--- config.mk ---
export PLATFORM = sky130hd
export DESIGN_NAME = perf_counter_unit
export DESIGN_NICKNAME = d
export VERILOG_FILES = /design/src/rtl/perf_counter_unit.sv
export SDC_FILE = /design/constraint.sdc
export NUM_CORES = 1
export LEC_CHECK = 0
export BUFFER_PORTS_ARGS = -buffer_cell sky130_fd_sc_hd__clkbuf_2
export CAP_MARGIN = 5
export CORE_MARGIN = 5
export CORE_UTILIZATION = 63
export CTS_CLUSTER_SIZE = 10
export DETAILED_ROUTE_END_ITERATION = 10
export HOLD_SLACK_MARGIN = 0.05
export MAX_ROUTING_LAYER = met4
export PLACE_DENSITY_LB_ADDON = 0.08
export SLEW_MARGIN = 20
export SYNTH_ARGS = -nofsm -noshare
export SYNTH_HDL_FRONTEND = slang
export SYNTH_SLANG_ARGS = --single-unit
--- constraint.sdc ---
create_clock -name clk -period 3.4 [get_ports clk]
set_input_delay 0 -clock clk [delete_from_list [all_inputs] [get_ports clk]]
set_output_delay 0 -clock clk [all_outputs]
set_load 0.005 [all_outputs]
--- src/rtl/perf_counter_unit.sv ---
// Performance counters for cycles, retired instructions and I/D-cache activity.
// Counting freezes once Halt retires; a registered read port exposes counts and status.
module perf_counter_unit #(
    parameter int unsigned CNT_W = 32
) (
    input  logic             clk,
    input  logic             rst,
    input  logic             reg_write,
    input  logic             mem_write,
    input  logic             halt,
    input  logic             icache_req,
    input  logic             icache_hit,
    input  logic             dcache_req,
    input  logic             dcache_hit,
    input  logic             clear,
    input  logic             rd_en,
    input  logic [2:0]       rd_sel,
    output logic [CNT_W-1:0] rd_data,
    output logic             rd_valid,
    output logic             halted
);

    localparam int unsigned NumCnt = 6;
    localparam logic [CNT_W-1:0] CntMax = '1;
    localparam logic [CNT_W-1:0] CntOne = {{(CNT_W-1){1'b0}}, 1'b1};

    typedef enum logic {StRun, StHalted} state_t;

    state_t             stateQ, stateD;
    logic               runEnQ;
    logic [CNT_W-1:0]   cntQ [NumCnt];
    logic [CNT_W-1:0]   cntD [NumCnt];
    logic [NumCnt-1:0]  ovfQ, ovfD;
    logic [NumCnt-1:0]  incVec;
    logic               countEn;
    logic [CNT_W-1:0]   statusWord;
    logic [CNT_W-1:0]   rdMux;
    logic [CNT_W-1:0]   rdDataQ;
    logic               rdValidQ;

    // Bit order matches ovf mapping: cycles, inst, icReq, icHit, dcReq, dcHit.
    assign incVec  = {dcache_hit, dcache_req, icache_hit, icache_req,
                      reg_write | mem_write | halt, 1'b1};
    assign countEn = runEnQ && (stateQ == StRun);

    always_comb begin
        stateD = stateQ;
        ovfD   = ovfQ;
        for (int i = 0; i < NumCnt; i++) begin
            cntD[i] = cntQ[i];
        end
        if (clear) begin
            stateD = StRun;
            ovfD   = '0;
            for (int i = 0; i < NumCnt; i++) begin
                cntD[i] = '0;
            end
        end else if (countEn) begin
            for (int i = 0; i < NumCnt; i++) begin
                if (incVec[i]) begin
                    if (cntQ[i] == CntMax) begin
                        ovfD[i] = 1'b1;
                    end else begin
                        cntD[i] = cntQ[i] + CntOne;
                    end
                end
            end
            if (halt) begin
                stateD = StHalted;
            end
        end
    end

    always_comb begin
        statusWord      = '0;
        statusWord[6:0] = {ovfQ, stateQ == StHalted};
    end

    always_comb begin
        rdMux = '0;
        unique case (rd_sel)
            3'd0:    rdMux = cntQ[0];
            3'd1:    rdMux = cntQ[1];
            3'd2:    rdMux = cntQ[2];
            3'd3:    rdMux = cntQ[3];
            3'd4:    rdMux = cntQ[4];
            3'd5:    rdMux = cntQ[5];
            3'd6:    rdMux = statusWord;
            default: rdMux = '0;
        endcase
    end

    // runEnQ delays counting by one edge so reset release is clock-aligned.
    always_ff @(posedge clk or negedge rst) begin
        if (!rst) begin
            runEnQ   <= 1'b0;
            stateQ   <= StRun;
            ovfQ     <= '0;
            rdDataQ  <= '0;
            rdValidQ <= 1'b0;
            for (int i = 0; i < NumCnt; i++) begin
                cntQ[i] <= '0;
            end
        end else begin
            runEnQ   <= 1'b1;
            stateQ   <= stateD;
            ovfQ     <= ovfD;
            rdValidQ <= rd_en;
            if (rd_en) begin
                rdDataQ <= rdMux;
            end
            for (int i = 0; i < NumCnt; i++) begin
                cntQ[i] <= cntD[i];
            end
        end
    end

    assign rd_data  = rdDataQ;
    assign rd_valid = rdValidQ;
    assign halted   = (stateQ == StHalted);

endmodule

==> metrics.csv <==
stage,metric,value,unit
routing,drt_first_pass_iters,5,
die,dieArea,24400,um2
synthesis,synth_edf_count,0,
cells_and_area,diodes,0,
worst_setup_path,reg2reg_depth,6,
die,die_w,156.2,um
placed_design,dp_hpwl,30570,um
worst_setup_path,cp.required,3.85,ns
cts,cts_buffers,28,
grt,grt_pass1_vias,11830,
worst_setup_path,cp_num_cells,6,
placed_design,gp_congestion,0.9633,
pwr,swShare,23.80,%
sta,fmaxAchievable,362.5,MHz
worst_setup_path,endpoint_kind,register,
sta,finalCritPeriodShare,81.13,%
cells_and_area,drive_gt1_share,12.00,%
worst_setup_path,crit_chain,nand3b_1 > buf_4 > or3_1 > or3b_2 > or4_1 > a21oi_1,
hold_path,hold_depth,5,
routing,wl,42630,um
sta,setup_violations,0,
cts,worstSkewPairLatency,0.54,ns
worst_setup_path,critPathTopFamily,simple AND/OR/NAND/NOR gates,
worst_setup_path,critical_path_class,reg -> reg,
placed_design,dp_worst_setup_slack,0.6984,ns
synthesis,postSynthAreaPerCell,8.991,um2
synthesis,synth_nets,1518,
routing,drt-initial-drc-count,1487,
die,fp-row-count,53,
grt,antenna_found_initial,0,
cts,clk_path_buf_depth,3,
cells_and_area,seqCellArea,5831,um2
worst_setup_path,critPathBufInv,1,
routing,via_count,12660,
synthesis,yosysWarnings,0,
synthesis,synth.top_cell.area_share,43.29,%
pwr,p_per_area,394.6,nW/um2
synthesis,ys_ff_latch,233,
worst_setup_path,crit_path_start_kind,register,
pwr,power,5.875,mW
sta,slew_headroom,35.67,%
pwr,combPwrFrac,5.6,%
pwr,p_leak,5.550,nW
worst_setup_path,max_stage_delay,0.63,ns
grt,grt_max_degree,127,
routing,antenna_left,0,
sta,clock_skew,0.02000,ns
routing,wl_per_cell,23.58,um
sta,timing.final.ws_setup,0.6415,ns
synthesis,synth_area,13470,um2
outcome,status,finished clean,
job,maxCapViolations,0,
worst_setup_path,path_max_fanout,15,
sta,rsz0062_at_grt,no,
cts,cts_max_level,1,
pwr,pwr-share-clk,46.4,%
routing,vias_per_cell,7.001,
cts,cts-root-buf,clkbuf_16,
hold_path,holdCritPathClass,in -> reg,
cts,ctsResizeCount,0,
die,floorplan.initialDensity,64.07,%
synthesis,yosys.area.top_type,dfrtp_1,
synthesis,syn_inst,1498,
synthesis,synth_ff_type,dfrtp_1,
sta,drv_slew,0,
pwr,p_int,4.476,mW
sta,fin_setup_tns,0,ns
synthesis,postSynth.asyncResetShare,100.0,%
grt,grt_use_total,35.99,%
sta,hold_viol_final,0,
grt,grt_overflow,0,
sta,tightestPinTransition,0.9649,ns
routing,drc,0,
die,ios,48,
synthesis,synth.distinct_cells,58,
sta,period_minus_slack,2.759,ns
pwr,seqPwrFrac,48.0,%
grt,grt_first_pass_wirelength,67350,um
synthesis,ys_top_cells_by_count,"dfrtp_1 (233), a21oi_1 (115), nor2_1 (105), nand2_1 (83), nand3_1 (82)",
pwr,p_switching,1.398,mW
cts,cts_tree,done,
pwr,vdd_drop_max,377.1,uV
cts,cts_setup_buffers,0,
placed_design,placed_cell_area,14020,um2
worst_setup_path,slowest_stage,or3b_2,
worst_setup_path,critical_path_arrival,3.21,ns
synthesis,synth_area_leaders,"dfrtp_1 (43%), a21oi_1 (4.3%), a22oi_1 (4.0%)",
cts,clk_pin_slew,0.06,ns
die,core,21020,um2
cells_and_area,area_delta_synth_final,10.53,%
cells_and_area,fin_area,14890,um2
cts,cts.sinks,233,
placed_design,port_buffers,47,
cells_and_area,layout.nets,1540,
synthesis,yosysMostFrequentCell,dfrtp_1,
synthesis,yosysSeqAreaShare,43.29,%
cells_and_area,fillers,1662,
die,die_h,156.2,um
cells_and_area,multi_input_area,7136,um2
==> power groups by stage <==
stage	logic, mW	registers, mW	clock network, mW
after detailed placement	0.320	2.87	0
after global routing	0.360	2.82	2.87
final	0.330	2.82	2.73
after floorplan	0.165	2.86	0
after global placement	0.316	2.86	0
after CTS	0.327	2.82	2.75
==> placed cells by master, fill, tap and decap left out, drive strengths merged, types with 27 or more instances in the layout <==
cell / count
dfrtp: 233
a21oi: 115
nor2: 105
clkbuf: 88
nand2: 83
nand3: 82
o21ai: 81
a22oi: 72
or4: 69
or3: 59
inv: 58
o31ai: 58
nand4: 46
xnor2: 33
mux2: 32
buf: 30
nor4: 27
==> registers in the layout (all words and copies together) (netlist names) <==
name	cells
ovfQ	6
rd_valid	1
rd_data	32
cntQ	192
halted	1
runEnQ	1
==> cell families (layout without fill, tap and decap cells) <==
logic type                 after synthesis  after routing  share of synthesized area (%)
AOI/OAI and AO/OA                      425            425                          20.47
xor gates and xnor gates                43             43                          2.796
adders and majority gates                6              6                         0.5573
buffers and inverters                  148            183                          4.171
DFF                                    233            233                          43.29
muxes                                   44             44                          3.753
other                                    1              1                        0.02784
and+or+nand+nor                        598            598                          24.93
==> final timing paths <==
path                             from   endpoint  slack [ns]
max                            halted   cntQ[63]        0.64
min reg2reg                   ovfQ[3]    ovfQ[3]        0.51
max reg2reg                    halted   cntQ[63]        0.64
min                        dcache_req   cntQ[35]        0.09
min in group asynchronous         rst   cntQ[54]        0.11
max in group asynchronous         rst  cntQ[105]        2.21
==> per-stage QoR <==
step                      utilization [%]  hold WS (ns)  instances
final                               70.82       0.09111       1808
after global routing                70.82        0.1347       1808
after CTS                           70.82       0.06882       1808
after detailed placement            66.69        0.1523       1759
after global placement              66.69        0.1567       1759
after floorplan                         -       -0.2956       1498
==> layer usage <==
metal / up-vias / routed length (um) / share of wire [%] / global-route usage, %
met4: 0 / 2185 / 5.1 / 14.92
met3: 117 / 4306 / 10 / 8.186
li1: 5768 / - / - / -
met2: 652 / 19260 / 45 / 53.21
met5: - / 0 / 0 / -
met1: 6121 / 16880 / 40 / 48.26
==> cell type report <==
| type | instances | area share, % |
|---|---|---|
| flip-flops and latches | 233 | 39.17 |
| clock buffers | 43 | 5.429 |
| well taps | 275 | 2.311 |
| multi-input cells | 1117 | 47.93 |
| inverters | 59 | 1.488 |
| repair buffers | 81 | 3.673 |
==> worst min-delay path: stages <==
cell and delay, ns:
clkbuf_2 0.11, nand3b_1 0.09, buf_4 0.20, or4_1 0.13, a21oi_1 0.05
==> what timing repair did <==
| action | CTS | global route |
|---|---|---|
| endpoints found under the setup margin | 0 | 0 |
| hold buffers | 6 | 0 |
| hold endpoints to repair | 167 | 0 |
Power figures use the tool's default switching activity.
